--- src/rtl/nasti_rw_arbiter.sv ---
// NASTI slave front end: arbitrates AR and AW into one serialized DDR command stream, forwards W beats, returns B.
// Latency: address handshake -> cmd_valid 1 cycle; W beats pass through combinationally; B follows the last beat by 1 cycle.
// Backpressure: one transaction in flight; cmd_ready/wd_ready/b_ready stall the FSM, ar/aw/w ready are low outside their states.
// Optional: define NASTI_ARB_QOS_EN to let the larger aw_qos/ar_qos win simultaneous requests.
module nasti_rw_arbiter #(
  parameter int ID_W       = 9,
  parameter int ADDR_W     = 32,
  parameter int DATA_W     = 64,
  parameter int MAX_STREAK = 4
) (
  input  logic                clk,
  input  logic                rst_n,
  input  logic [ID_W-1:0]     aw_id,
  input  logic [ADDR_W-1:0]   aw_addr,
  input  logic [7:0]          aw_len,
  input  logic [3:0]          aw_qos,
  input  logic                aw_valid,
  output logic                aw_ready,
  input  logic [DATA_W-1:0]   w_data,
  input  logic [DATA_W/8-1:0] w_strb,
  input  logic                w_last,
  input  logic                w_valid,
  output logic                w_ready,
  output logic [ID_W-1:0]     b_id,
  output logic [1:0]          b_resp,
  output logic                b_valid,
  input  logic                b_ready,
  input  logic [ID_W-1:0]     ar_id,
  input  logic [ADDR_W-1:0]   ar_addr,
  input  logic [7:0]          ar_len,
  input  logic [3:0]          ar_qos,
  input  logic                ar_valid,
  output logic                ar_ready,
  output logic                cmd_valid,
  input  logic                cmd_ready,
  output logic                cmd_we,
  output logic [ID_W-1:0]     cmd_id,
  output logic [ADDR_W-1:0]   cmd_addr,
  output logic [7:0]          cmd_len,
  output logic                wd_valid,
  output logic [DATA_W-1:0]   wd_data,
  output logic [DATA_W/8-1:0] wd_strb,
  output logic                wd_last,
  input  logic                wd_ready
);

  typedef enum logic [1:0] {IDLE, CMD, WDATA, BRESP} state_t;

  localparam logic [3:0] STREAK_MAX = 4'(MAX_STREAK);

  state_t              state, state_nxt;
  logic                last_wr;   // last granted direction, doubles as the preference
  logic [3:0]          streak;
  logic [ID_W-1:0]     id_q;
  logic [ADDR_W-1:0]   addr_q;
  logic [7:0]          len_q;
  logic                we_q;
  logic [7:0]          cnt_q;
  logic                err_q;

  logic                pick_wr;
  logic                grant_rd;
  logic                grant_wr;
  logic                grant;
  logic                cnt_hit;
  logic                w_hs;

`ifndef NASTI_ARB_QOS_EN
  logic                unused_qos;
  assign unused_qos = ^{aw_qos, ar_qos};
`endif

  // Choose the direction to serve when in IDLE.
  always_comb begin
    pick_wr = aw_valid;
    if (ar_valid && aw_valid) begin
      if (streak == STREAK_MAX) begin
        pick_wr = ~last_wr;
      end else begin
        pick_wr = last_wr;
      end
`ifdef NASTI_ARB_QOS_EN
      if (aw_qos > ar_qos) begin
        pick_wr = 1'b1;
      end else if (ar_qos > aw_qos) begin
        pick_wr = 1'b0;
      end
`endif
    end
  end

  assign grant_rd = (state == IDLE) && ar_valid && !pick_wr;
  assign grant_wr = (state == IDLE) && aw_valid && pick_wr;
  assign grant    = grant_rd || grant_wr;
  assign cnt_hit  = (cnt_q == len_q);
  assign w_hs     = (state == WDATA) && w_valid && wd_ready;

  // State register.
  always_ff @(posedge clk or negedge rst_n) begin
    if (!rst_n) begin
      state <= IDLE;
    end else begin
      state <= state_nxt;
    end
  end

  // Next-state logic and all handshake/datapath outputs, gated by state.
  always_comb begin
    state_nxt = state;
    aw_ready  = 1'b0;
    ar_ready  = 1'b0;
    w_ready   = 1'b0;
    b_valid   = 1'b0;
    b_id      = '0;
    b_resp    = 2'b00;
    cmd_valid = 1'b0;
    cmd_we    = 1'b0;
    cmd_id    = '0;
    cmd_addr  = '0;
    cmd_len   = '0;
    wd_valid  = 1'b0;
    wd_data   = '0;
    wd_strb   = '0;
    wd_last   = 1'b0;
    case (state)
      IDLE: begin
        ar_ready = grant_rd;
        aw_ready = grant_wr;
        if (grant) state_nxt = CMD;
      end
      CMD: begin
        cmd_valid = 1'b1;
        cmd_we    = we_q;
        cmd_id    = id_q;
        cmd_addr  = addr_q;
        cmd_len   = len_q;
        if (cmd_ready) state_nxt = we_q ? WDATA : IDLE;
      end
      WDATA: begin
        wd_valid = w_valid;
        w_ready  = wd_ready;
        wd_data  = w_data;
        wd_strb  = w_strb;
        wd_last  = w_last || cnt_hit;
        if (w_hs && (w_last || cnt_hit)) state_nxt = BRESP;
      end
      BRESP: begin
        b_valid = 1'b1;
        b_id    = id_q;
        b_resp  = err_q ? 2'b10 : 2'b00;
        if (b_ready) state_nxt = IDLE;
      end
      default: state_nxt = IDLE;
    endcase
  end

  // Grant history: streak counts consecutive grants to the same direction.
  always_ff @(posedge clk or negedge rst_n) begin
    if (!rst_n) begin
      last_wr <= 1'b0;
      streak  <= 4'd0;
    end else if (grant) begin
      if (pick_wr == last_wr) begin
        if (streak != 4'hF) streak <= streak + 4'd1;
      end else begin
        streak  <= 4'd1;
        last_wr <= pick_wr;
      end
    end
  end

  // Capture the granted request; track write beats and protocol errors.
  always_ff @(posedge clk or negedge rst_n) begin
    if (!rst_n) begin
      id_q   <= '0;
      addr_q <= '0;
      len_q  <= '0;
      we_q   <= 1'b0;
      cnt_q  <= '0;
      err_q  <= 1'b0;
    end else begin
      if (grant) begin
        id_q   <= grant_wr ? aw_id : ar_id;
        addr_q <= grant_wr ? aw_addr : ar_addr;
        len_q  <= grant_wr ? aw_len : ar_len;
        we_q   <= grant_wr;
        cnt_q  <= '0;
        err_q  <= 1'b0;
      end
      if (w_hs) begin
        cnt_q <= cnt_q + 8'd1;
        if (w_last != cnt_hit) err_q <= 1'b1;
      end
      if ((state == BRESP) && b_ready) err_q <= 1'b0;
    end
  end

endmodule

--- config.mk ---
export PLATFORM = sky130hd
export DESIGN_NAME = nasti_rw_arbiter
export DESIGN_NICKNAME = d
export VERILOG_FILES = /design/src/rtl/nasti_rw_arbiter.sv
export SDC_FILE = /design/constraint.sdc
export NUM_CORES = 1
export LEC_CHECK = 0
export ABC_AREA = 1
export CAP_MARGIN = 20
export CORE_AREA = 2 2 126 128
export CTS_CLUSTER_DIAMETER = 120
export DETAILED_ROUTE_END_ITERATION = 6
export DIE_AREA = 0 0 128 130
export DONT_BUFFER_PORTS = 1
export PLACE_DENSITY = 0.41
export SYNTH_ARGS = -nofsm -noshare
export SYNTH_HDL_FRONTEND = slang
export SYNTH_SLANG_ARGS = --single-unit
--- constraint.sdc ---
create_clock -name clk -period 5.4 [get_ports clk]
set_clock_uncertainty 0.15 [all_clocks]
set_input_delay 1.08 -clock clk [delete_from_list [all_inputs] [get_ports clk]]
set_output_delay 1.08 -clock clk [all_outputs]
set_load 0.01 [all_outputs]
==> results of run 1 <==
worst max path at each step:
stage,from,to,slack [ns],cells after the start
after floorplan,aw_valid,aw_ready,2.43,5
after global placement,aw_valid,aw_ready,2.15,3
after detailed placement,aw_valid,aw_ready,2.14,3
after CTS,streak[0],aw_ready,1.99,8
after global routing,streak[0],aw_ready,1.87,8
final,streak[0],aw_ready,2.01,8
cell families after synthesis:
logic type               after synthesis
AND/OR/NAND/NOR                      365
buffers and inverters                221
AO/OA/AOI/OAI                         70
flip-flops                            66
XOR/XNOR                              13
adder cells (fa/ha/maj)                4
other                                  1
Yosys cell counts:
master / instances / area share
and2_1: 1 / 0.0013
xnor2_1: 2 / 0.0037
o211ai_1: 4 / 0.0064
nand3_4: 1 / 0.0037
dfrtp_1: 66 / 0.35
nor3_1: 1 / 0.0011
nand4_1: 1 / 0.0013
o22ai_1: 3 / 0.0040
a22oi_1: 1 / 0.0016
nand2_2: 5 / 0.0067
a21oi_1: 4 / 0.0043
xor2_1: 11 / 0.021
nand2_1: 146 / 0.12
nor2_4: 2 / 0.0048
nand3_2: 1 / 0.0021
buf_2: 17 / 0.018
nand3_1: 25 / 0.027
buf_6: 6 / 0.014
o211ai_2: 13 / 0.035
clkbuf_1: 9 / 0.0072
nor2_1: 175 / 0.14
o21ai_1: 38 / 0.041
a22o_1: 1 / 0.0019
nand2_4: 2 / 0.0048
buf_4: 4 / 0.0064
nor4_1: 2 / 0.0027
o21ai_4: 1 / 0.0035
ha_1: 4 / 0.011
nor2_2: 2 / 0.0027
and3_1: 1 / 0.0013
a31oi_1: 1 / 0.0013
conb_1: 1 / 0.00080
o21ai_0: 4 / 0.0043
inv_2: 5 / 0.0040
inv_1: 180 / 0.14
through the flow:
step           utilization  power [µW]  worst slack, ns  cells
3_5_place_dp        0.3074        2205            2.139    899
2_1_floorplan            -        1940            2.431    740
6_report            0.3286        2782            2.010    916
4_1_cts             0.3273        2825            1.993    915
5_1_grt             0.3286        3043            1.869    916
3_3_place_gp        0.3074        2184            2.147    899
cell type report:
type                            count  share of cell area
Clock inverter                      4            0.009874
Timing Repair Buffer                4            0.008393
Tap cell                          192             0.04740
Multi-Input combinational cell    453              0.4209
Clock buffer                       12             0.05060
Inverter                          185              0.1370
Sequential cell                    66              0.3258
per-layer routing:
layer  track usage  wire length [µm]  vias to the layer above
li1              -                 -                     2098
met1        0.2069              6349                     2034
met2        0.3032              7572                      195
met3       0.06355              1279                       18
met4       0.06787               391                        0
met5             0                 0                        -
layout by cell type (no fill, tap or decap), drive strengths merged:
master / synthesis / final
inv: 185 / 185
nor2: 179 / 179
nand2: 153 / 153
dfrtp: 66 / 66
o21ai: 43 / 43
nand3: 27 / 27
o211ai: 17 / 17
clkbuf: 9 / 12
xor2: 11 / 11
a21oi: 4 / 4
ha: 4 / 4
buf: 27 / 4
o22ai: 3 / 3
nor4: 2 / 2
xnor2: 2 / 2
clkinvlp: 0 / 2
and3: 1 / 1
and2: 1 / 1
a22oi: 1 / 1
a31oi: 1 / 1
nor3: 1 / 1
nand4: 1 / 1
a22o: 1 / 1
conb: 1 / 1
bufinv: 0 / 1
clkinv: 0 / 1
state kept, by name, summed over array words and instances (netlist names), named ones only:
name,flops
we_q,1
last_wr,1
streak,4
state,1
err_q,1
addr_q,32
cnt_q,8
id_q,9
len_q,8
power by group through the flow:
| stage | clock network [µW] | logic [µW] | registers [µW] |
|---|---|---|---|
| 2_1_floorplan | 0 | 1110 | 825 |
| 3_3_place_gp | 0 | 1320 | 859 |
| 3_5_place_dp | 0 | 1340 | 865 |
| 4_1_cts | 624 | 1340 | 860 |
| 5_1_grt | 650 | 1500 | 889 |
| 6_report | 602 | 1320 | 857 |
==> summary.txt, run 1 <==
Synthesis
  • Distinct cells, synth: 35
  • Syn nets: between 900 and 1k
  • Cells after Synth: 740
  • Multiplexer share of the synthesized area: 0
  • Synth Area in Adders: 0.01066
  • Post-synthesis compound-gate area fraction: 0.1024
  • Register area share after synthesis: 0.3519
  • Simple-gate share of the synthesized area: 0.3159
  • Avg Inst Size Synth: 6.342 µm²
  • #FFs+latches synth: between 60 and 70
  • Synth warnings: 0
  • Mapped Area: ~4700 µm²
  • Largest family of logic cells by synthesized area: simple AND/OR/NAND/NOR gates
  • XOR/XNOR Fraction of Synth Area: 0.02426

Placement
  • RD Place Congestion: roughly 0.80
  • HPWL after DPL: 11.72 mm
  • DP Area: 4742 µm²
  • Buffers on Ports: 0

Die
  • Initial Utilization: 0.3043
  • Die area: 16,640 µm²
  • CORE AREA: roughly 15,000 µm²
  • Die Height: around 130 µm
  • Top Ports: 327
  • Die X: between 100 and 150 µm
  • Row cnt: 46

Detailed routing
  • DRC: 0
  • Drt pass-1 iters: 4
  • Vias per inst: 4.743
  • Drt wl/cell: 17.02 µm
  • Drt initial violations: 149
  • Total wire length: 15.59 mm
  • Routed vias: 4,345
  • Final ANT Viol Nets: 0

Critical path
  • Worst Reg2Reg Path Length in Cells: 8
  • CP Launch Type: register
  • Critical path fanouts, max: 52
  • Reg2Reg Capture Point: streak[1]
  • Slowest-stage cell, CP: dfrtp_1
  • Most frequent cell on the critical path: nand2_2
  • WP data required: 4.17 ns
  • Kind of critical path: register to output port
  • Arr. time, crit path: 2.16 ns
  • CP top delay family: simple AND/OR/NAND/NOR gates
  • Max stage delay on crit path: 0.40 ns
  • Worst-path cell chain: inv_1 -> ha_1 -> nand2_2 -> nor2_4 -> nand2_2 -> nand3_4 -> nand2_4 -> inv_2
  • FF-to-FF setup slack: 2.76 ns
  • R2R Path Start: state[0]
  • Crit. End Element: output port
  • Buf/Inv on CP: 2

Timing
  • Worst-Margin Slew: between 0.6 and 0.7 ns
  • Normalized max-slew margin: 0.5628
  • Final hold violations: 0
  • Hold slack: ~0.29 ns
  • Min cycle time layout: 3.390 ns
  • Setup TNS: 0 ns
  • Final Cycle Share: 0.6277
  • Fin. max-slew vios: 0
  • RSZ-0062 raised after global routing: no
  • FMAX: between 200 and 300 MHz
  • Final setup vio count: 0

CTS
  • CTS Buffer Depth: 2
  • CTS tree: done
  • Quantity of gates resized following cts: 0
  • Num CTS Buffers: 9
  • Number of post-CTS setup repair buffers: 0
  • CTS root buffer: clkbuf_16
  • CTS Sinks: 66
  • Clock Latency Late Sink: 0.33 ns
  • Worst-path clk slew: about 0.06 ns
  • H-Tree Depth: 3
  • Cts hold-fix bufs: 0

Hold path
  • Hold WC Path Type: input pin to asynchronous set/reset pin

Power and ir drop
  • Net Sw Frac: 0.4698
  • Int Power: 1475 µW
  • Clock power share: 0.217
  • Lkg Pwr: 0.002920 µW
  • Seq pwr share: 0.308
  • Max VDD drop: 0.2015 mV
  • Logic gate share of total power: 0.475
  • P_sw: 1307 µW
  • Power per cell area: 548.9 nW/µm²

Run
  • Max-Cap Viols: 0

Finish
  • Multi-input gate area: 2133 µm²
  • Post-Layout Inst Area: ~5100 µm²
  • Ant. Diodes: 0
  • Nets@finish: 910
  • P&R area growth vs syn: 7.998%
  • Sequential cell area: 1652 µm²
  • Layout cells sized above 1: 0.07182
  • Fillcell total: 1,697

GRT
  • Number of antenna violations at the first check in global routing: 0
  • Largest net degree at the start of global routing: 67
  • GRT Overall Usage: 0.1781
  • Global route total overflow: 0
  • First-pass GRT wire length: approximately 23 mm
  • Number of global-route vias before repair: 4,244

Outcome
  • Status: finished, final reports clean
No activity file was read; power rests on OpenSTA's default activity.
==> run 2, diff against run 1 <==
==> constraint.sdc (replaced) <==
create_clock -name clk -period 3.15 [get_ports clk]
set_clock_uncertainty 0.15 [all_clocks]
set_input_delay 0.63 -clock clk [delete_from_list [all_inputs] [get_ports clk]]
set_output_delay 0.63 -clock clk [all_outputs]
set_load 0.01 [all_outputs]
==> run 2 against run 1 <==
- clock power up 89%
- sequential share of layout area is 0.54 points lower
- global-route usage up 0.45 points
- first-iteration DRC count down 15%
- highest routed layer unchanged
- critical path type unchanged
- final cell count grew 0.66%
- routed wire length increased by 1.4%
- worst setup slack lost 1.5 ns
- total power up 77%
- sequential power up 72%
==> summary.txt, run 2 (synthesis results as in run 1) <==
Critical path
  • WP data required: 2.37 ns (was 4.17 ns)
  • Arr. time, crit path: 1.84 ns (was 2.16 ns)
  • FF-to-FF setup slack: 0.93 ns (was 2.76 ns)
  • CP Launch Type: register (unchanged)
  • Critical path fanouts, max: 33 (was 52)
  • Crit. End Element: output port (unchanged)
  • Kind of critical path: register to output port (unchanged)

Timing
  • FMAX: about 380 MHz
  • RSZ-0062 raised after global routing: no (unchanged)
  • Final setup vio count: 0 (unchanged)
  • Worst-Margin Slew: 0.6335 ns (was 0.6558 ns)
  • Final Cycle Share: 0.8328
  • Setup TNS: 0 ns (unchanged)
  • Fin. max-slew vios: 0 (unchanged)
  • Final hold violations: 0 (unchanged)
  • Normalized max-slew margin: 0.5766 (was 0.5628)
  • Min cycle time layout: 2.623 ns

Die
  • Die area: 16,640 µm² (unchanged)
  • Die X: 128 µm (unchanged)
  • Row cnt: 46 (unchanged)
  • CORE AREA: 15,420 µm² (unchanged)
  • Die Height: 130 µm (unchanged)
  • Top Ports: 327 (unchanged)
  • Initial Utilization: 0.3043 (unchanged)

CTS
  • Worst-path clk slew: 0.05 ns (was 0.06 ns)
  • H-Tree Depth: 3 (unchanged)
  • CTS Buffer Depth: 2 (unchanged)
  • Num CTS Buffers: 9 (unchanged)
  • Clock Latency Late Sink: 0.34 ns (was 0.33 ns)
  • CTS Sinks: 66 (unchanged)
  • CTS root buffer: clkbuf_16 (unchanged)
  • CTS tree: done (unchanged)

Placement
  • RD Place Congestion: 0.8227 (was 0.7952)
  • HPWL after DPL: 12.03 mm (was 11.72 mm)
  • Placed Cells: 905 (was 899)
  • Buffers on Ports: 0 (unchanged)

Finish
  • P&R area growth vs syn: 9.811% (was 7.998%)
  • Layout cells sized above 1: 0.08082 (was 0.07182)
  • Ant. Diodes: 0 (unchanged)
  • Commonest non-fill, non-tap cell in the layout: inv_1 (unchanged)
  • Biggest regs: addr_q (32), id_q (9) (unchanged)
  • Max FFs per register: 32 (unchanged)
  • Top reg by flops: addr_q (unchanged)
  • Commonest non-fill, non-tap cells in the layout: inv_1 (180), nor2_1 (175), nand2_1 (145) (unchanged)
  • Nets@finish: 916 (was 910)
  • Non-filler cells, final: 922 (was 916)

GRT
  • First-pass GRT wire length: 23.05 mm (was 22.67 mm)
  • Number of global-route vias before repair: 4,222 (was 4,244)
  • Largest net degree at the start of global routing: 67 (unchanged)
  • Global route total overflow: 0 (unchanged)
  • Number of antenna violations at the first check in global routing: 0 (unchanged)
  • GRT Overall Usage: 0.1827 (was 0.1781)

Detailed routing
  • Drt wl/cell: 17.15 µm (was 17.02 µm)
  • DRC: 0 (unchanged)
  • Total wire length: 15.81 mm (was 15.59 mm)
  • Met2 wire length: 7.660 mm (was 7.572 mm)
  • Drt initial violations: 126 (was 149)
  • Drt pass-1 iters: 4 (unchanged)
  • Wl on met1: 6.466 mm (was 6.349 mm)
  • Routed vias: 4,416 (was 4,345)
  • Final ANT Viol Nets: 0 (unchanged)
  • Vias per inst: 4.790 (was 4.743)
  • Met3 Routed Length: 1.237 mm (was 1.279 mm)
  • Highest Signal Layer: met4 (unchanged)

Power and ir drop
  • Lkg Pwr: 0.002970 µW (was 0.002920 µW)
  • Power per cell area: 954.6 nW/µm² (was 548.9 nW/µm²)
  • Max VDD drop: 0.2290 mV (was 0.2015 mV)

Hold path
  • Hold WC Path Type: input pin to asynchronous set/reset pin (unchanged)

Run
  • Max-Cap Viols: 0 (unchanged)

Outcome
  • Status: finished, final reports clean (unchanged)
## run 2: changes by cell type in the layout (fill, tap and decap cells not counted)
cell | previous run | this run
buf_16 | 0 | 1
buf_12 | 1 | 0
clkinvlp_4 | 2 | 1
clkbuf_1 | 1 | 0
clkbuf_8 | 2 | 3
bufinv_16 | 1 | 2
buf_4 | 3 | 9
## run 2: per-layer routing
metal | GRT usage | up-vias
li1 | - | 2114
met1 | 0.2128 | 2063
met2 | 0.3127 | 216
met3 | 0.05002 | 23
met4 | 0.08856 | 0
met5 | 0 | -
## run 2: final timing paths
kind	from	endpoint	cells after the start
worst max-delay path	register	cmd_id[8]	4
max in group asynchronous	rst_n	addr_q[11]	1
worst max register to register	len_q[7]	register	10
worst min-delay path	rst_n	err_q	1
worst min register to register	addr_q[2]	addr_q[2]	2
min in group clk	b_ready	err_q	1
## run 2: where the power goes
| group | switching, µW | internal, µW |
|---|---|---|
| combinational | 1660 | 653 |
| sequential | 236 | 1230 |
| clock | 382 | 756 |
| total | 2280 | 2640 |
## run 2: area by class of cell
type / count / area [µm²]
clock buffer: 12 / 266.5
clock inverter: 4 / 72.57
fill: 1771 / 10270
inverter: 185 / 694.4
multi-input combinational: 453 / 2133
sequential: 66 / 1652
tap: 192 / 240.2
timing repair buffer: 10 / 95.09
## run 2: timing repair
action / 4_1_cts / 5_1_grt
gates resized for setup: 0 / 0
hold buffers: 1 / 0
buffers inserted: 0 / 0
hold endpoints to repair: 66 / 0
## run 2: critical path, cell delays in order (launching register included)
cell	delay, ns
dfrtp_1	0.46
inv_1	0.08
nand2_2	0.33
buf_4	0.42
nor2_1	0.17
## run 2: per-stage QoR
| stage | util | hold WS (ns) | power, µW | cell area (µm²) | setup slack (ns) |
|---|---|---|---|---|---|
| final | 0.3341 | 0.01092 | 4920 | 5154 | 0.5266 |
| after floorplan | - | 0.1844 | 3326 | 4693 | 1.011 |
| after detailed placement | 0.3104 | 0.1861 | 3831 | 4787 | 0.8287 |
| after CTS | 0.3341 | 0.03664 | 5025 | 5154 | 0.4557 |
| after global routing | 0.3341 | 0.04708 | 5351 | 5154 | 0.3705 |
| after global placement | 0.3104 | 0.1869 | 3793 | 4787 | 0.8764 |
==> run 3, diff against run 2 <==
==> config.mk (replaced) <==
export PLATFORM = sky130hd
export DESIGN_NAME = nasti_rw_arbiter
export DESIGN_NICKNAME = d
export VERILOG_FILES = /design/src/rtl/nasti_rw_arbiter.sv
export SDC_FILE = /design/constraint.sdc
export NUM_CORES = 1
export LEC_CHECK = 0
export ABC_AREA = 0
export CAP_MARGIN = 20
export CORE_AREA = 2 2 128 130
export CTS_CLUSTER_DIAMETER = 120
export DETAILED_ROUTE_END_ITERATION = 6
export DIE_AREA = 0 0 130 132
export DONT_BUFFER_PORTS = 1
export PLACE_DENSITY = 0.39
export SYNTH_ARGS = -nofsm -noshare
export SYNTH_HDL_FRONTEND = slang
export SYNTH_SLANG_ARGS = --single-unit
==> constraint.sdc (replaced) <==
create_clock -name clk -period 2.2 [get_ports clk]
set_clock_uncertainty 0.15 [all_clocks]
set_input_delay 0.44 -clock clk [delete_from_list [all_inputs] [get_ports clk]]
set_output_delay 0.44 -clock clk [all_outputs]
set_load 0.01 [all_outputs]
==> run 3 against run 2 <==
- the flow now finishes with violations (setup timing)
- via count is 12% lower
- critical path depth grew 2
- critical path type unchanged
- sequential share of layout area down 2.3 points
- largest power group unchanged
- highest routed layer is now met5
- worst setup slack lost 0.68 ns
- synthesized area fell by 8.1%
- hold slack better by 0.025 ns
- global-route usage grew 2.0 points
- sequential power is 44% higher
- design area grew 7.9%
- critical endpoint is now wd_last
==> summary.txt, run 3 <==
Outcome
  • Status: finished, violations left (was finished, final reports clean)
  • Failing checks: setup timing

Run
  • Max-Cap Viols: 0 (unchanged)

Placement
  • Buffers on Ports: 0 (unchanged)
  • HPWL after DPL: 13.13 mm (was 12.03 mm)
  • Place WS: 0.07115 ns (was 0.8287 ns)
  • Placed Cells: 667 (was 905)
  • RD Place Congestion: 0.9305 (was 0.8227)

Synthesis
  • Synth warnings: 0 (unchanged)
  • Syn nets: 663 (was 931)
  • Register area share after synthesis: 0.3831 (was 0.3519)
  • Avg Inst Size Synth: 9.135 µm² (was 6.342 µm²)
  • Number of flops mapped to enable cells by yosys: 0 (unchanged)
  • Main synth FF type: dfrtp_1 (unchanged)
  • Largest area contributor in the netlist: dfrtp_1 (unchanged)
  • Ys async rst share: 1.000 (unchanged)
  • #FFs+latches synth: 66 (unchanged)
  • Synth area leaders: dfrtp_1 (38%), and2_1 (24%), a221o_1 (8.4%), clkbuf_1 (3.0%), a41oi_1 (2.6%) (was dfrtp_1 (35%), inv_1 (14%), nor2_1 (14%), nand2_1 (12%), o21ai_1 (4.1%))
  • Mapped Area: 4312 µm² (was 4693 µm²)
  • Most common cell in the netlist: and2_1 (was inv_1)
  • Yosys top cell area share: 0.3831 (was 0.3519)
  • Cells after Synth: 472 (was 740)
  • Post-synth top cells: and2_1 (162), dfrtp_1 (66), a221o_1 (36) (was inv_1 (180), nor2_1 (175), nand2_1 (146))
  • Distinct cells, synth: 40 (was 35)

Detailed routing
  • Total wire length: 18.39 mm (was 15.81 mm)
  • Routed vias: 3,877 (was 4,416)
  • Vias per inst: 5.445 (was 4.790)
  • Drt initial violations: 194 (was 126)
  • Final ANT Viol Nets: 0 (unchanged)
  • Drt pass-1 iters: 4 (unchanged)
  • DRC: 0 (unchanged)
  • Drt wl/cell: 25.83 µm (was 17.15 µm)

Timing
  • Setup TNS: -0.4485 ns (was 0 ns)
  • Min cycle time layout: between 2 and 2.5 ns
  • Final setup vio count: 26 (was 0)
  • Worst-Margin Slew: 0.5547 ns (was 0.6335 ns)
  • FMAX: about 430 MHz
  • Normalized max-slew margin: 0.6302 (was 0.5766)
  • Final Cycle Share: 1.068
  • Hold slack: 0.03606 ns (was 0.01092 ns)
  • Worst setup margin: -0.1488 ns (was 0.5266 ns)
  • Final hold violations: 0 (unchanged)
  • Fin. max-slew vios: 0 (unchanged)
  • RSZ-0062 raised after global routing: yes (was no)

CTS
  • Num CTS Buffers: 9 (unchanged)
  • CTS Sinks: 66 (unchanged)
  • Clock Latency Late Sink: 0.34 ns (about the same)
  • H-Tree Depth: 3 (unchanged)
  • CTS root buffer: clkbuf_16 (unchanged)
  • CTS tree: done (unchanged)
  • Worst-path clk slew: 0.06 ns (was 0.05 ns)
  • CTS Buffer Depth: 2 (unchanged)

Finish
  • Top reg by flops: addr_q (unchanged)
  • Biggest regs: addr_q (32), id_q (9) (unchanged)
  • Non-filler cells, final: 712 (was 922)
  • Fillcell total: 1,630 (was 1,771)
  • Commonest non-fill, non-tap cells in the layout: and2_1 (102), dfrtp_1 (64), and2_4 (51) (was inv_1 (180), nor2_1 (175), nand2_1 (145))
  • Layout cells sized above 1: 0.2869 (was 0.08082)
  • Max FFs per register: 32 (unchanged)
  • P&R area growth vs syn: 29.02% (was 9.811%)
  • Nets@finish: 682 (was 916)
  • Commonest non-fill, non-tap cell in the layout: and2_1 (was inv_1)

Critical path
  • CP top delay family: simple AND/OR/NAND/NOR gates (was buffers and inverters)
  • Stages on worst setup path: 6 (was 4)
  • Worst Reg2Reg Path Length in Cells: 9 (was 10)
  • Buf/Inv on CP: 1 (was 2)
  • Worst-path cell chain: xor2_1 -> nor4_2 -> nand2_1 -> ha_2 -> nor2b_1 -> buf_4 (was inv_1 -> nand2_2 -> buf_4 -> nor2_1)
  • Critical path fanouts, max: 2 (was 33)
  • Crit. End Element: output port (unchanged)
  • Slowest-stage cell, CP: dfrtp_1 (unchanged)
  • CP Launch Type: register (unchanged)
  • FF-to-FF setup slack: 0.01 ns (was 0.93 ns)
  • Max stage delay on crit path: 0.38 ns (was 0.46 ns)
  • Kind of critical path: register to output port (unchanged)
  • Reg2Reg Capture Point: id_q[4]
  • WP data required: 1.61 ns (was 2.37 ns)
  • R2R Path Start: streak[1] (was len_q[7])
  • Arr. time, crit path: 1.76 ns (was 1.84 ns)

GRT
  • GRT met1 Usage: 0.2549 (was 0.2128)
  • Number of antenna violations at the first check in global routing: 7 (was 0)
  • Number of global-route vias before repair: 3,721 (was 4,222)
  • GRT met2 Usage: 0.3354 (was 0.3127)
  • GRT Overall Usage: 0.2026 (was 0.1827)
  • GRT busiest layer: met2 (unchanged)
  • Largest net degree at the start of global routing: 67 (unchanged)
  • First-pass GRT wire length: 25.16 mm (was 23.05 mm)
  • Global route total overflow: 0 (unchanged)
  • Met3 Use GR: 0.06615 (was 0.05002)

Power and ir drop
  • Max VDD drop: 0.4084 mV (was 0.2290 mV)
  • Total power: 8281 µW (was 4920 µW)
  • Power per cell area: 1489 nW/µm² (was 954.6 nW/µm²)
  • Lkg Pwr: 0.002422 µW (was 0.002970 µW)

Die
  • Top Ports: 327 (unchanged)
  • CORE AREA: 15,710 µm² (was 15,420 µm²)
  • Initial Utilization: 0.2744 (was 0.3043)
  • Die Height: 132 µm (was 130 µm)
  • Die area: 17,160 µm² (was 16,640 µm²)
  • Die X: 130 µm (was 128 µm)
  • Row cnt: 46 (unchanged)

Hold path
  • Hold Crit Endpoint: err_q
  • Hold WC Path Type: input pin to register (was input pin to asynchronous set/reset pin)
  • Hold Path Cell Cnt: 1
  • Hold Startpoint: b_ready
[run 3: cell count changes in the layout (fill, tap and decap cells not counted), moves of 11 or more]
cell,previous run,this run
inv_1,180,3
nor2_1,175,15
nand2_1,145,8
and2_1,1,102
and2_4,0,51
o21ai_1,38,0
a221o_1,0,36
nand3_1,25,3
buf_4,9,28
a31oi_1,1,16
nor2b_1,0,14
a41oi_1,0,13
o211ai_2,13,0
and3_1,1,12
[run 3: cell type report]
type | instances | area, µm² | area share
sequential | 66 | 1654 | 0.2973
tap | 216 | 270.3 | 0.04858
clock buffer | 13 | 260.3 | 0.04678
multi-input combinational | 357 | 2644 | 0.4753
timing repair buffer | 52 | 653.1 | 0.1174
antenna | 1 | 2.502 | 0.0004498
clock inverter | 2 | 60.06 | 0.01080
inverter | 5 | 18.77 | 0.003374
[run 3: what timing repair did]
item                                   4_1_cts  5_1_grt
endpoints found under the hold margin       66        0
setup buffers                               12        8
gates resized for setup                     18       69
gates cloned                                 3        5
setup endpoints to repair                    8       65
pin swaps                                    1       54
hold buffers                                 2        0
[run 3: worst max path at each step]
stage               from        to  slack [ns]
3_3_place_gp    len_q[7]   wd_last        0.09
2_1_floorplan  streak[0]  ar_ready        0.10
6_report        len_q[7]   wd_last       -0.15
4_1_cts         len_q[7]   wd_last       -0.20
3_5_place_dp   streak[0]  aw_ready        0.07
5_1_grt         len_q[1]   wd_last       -0.25
[run 3: power breakdown]
part / internal, µW / total (µW) / switching (µW)
clock: 1050 / 1580 / 531
combinational: 2190 / 4590 / 2400
sequential: 1750 / 2110 / 359
total: 5000 / 8280 / 3290
[run 3: layer usage]
layer  vias to the layer above  part of all wire
met4                         8             0.011
met1                      1931              0.39
met2                       205              0.50
met3                        26             0.091
met5                         -            0.0028
li1                       1707                 -
[run 3: logic make-up (layout without fill, tap and decap cells)]
group           count (synthesis)  count (layout)  share of synthesized area
simple gates                  231             231                     0.3250
compound gates                108             108                     0.1988
flops                          66              66                     0.3831
buf+inv                        49              72                    0.04904
xor+xnor                       10              10                    0.02467
fa+ha+maj                       4               4                    0.01161
mux                             3               3                   0.006965
other cells                     1               2                  0.0008697
[run 3: through the flow]
stage	utilization	cell area, µm²
finish	0.3540	5563
global route	0.3539	5560
CTS	0.3330	5233
detailed placement	0.2957	4647
global placement	0.2957	4647
floorplan	-	4312
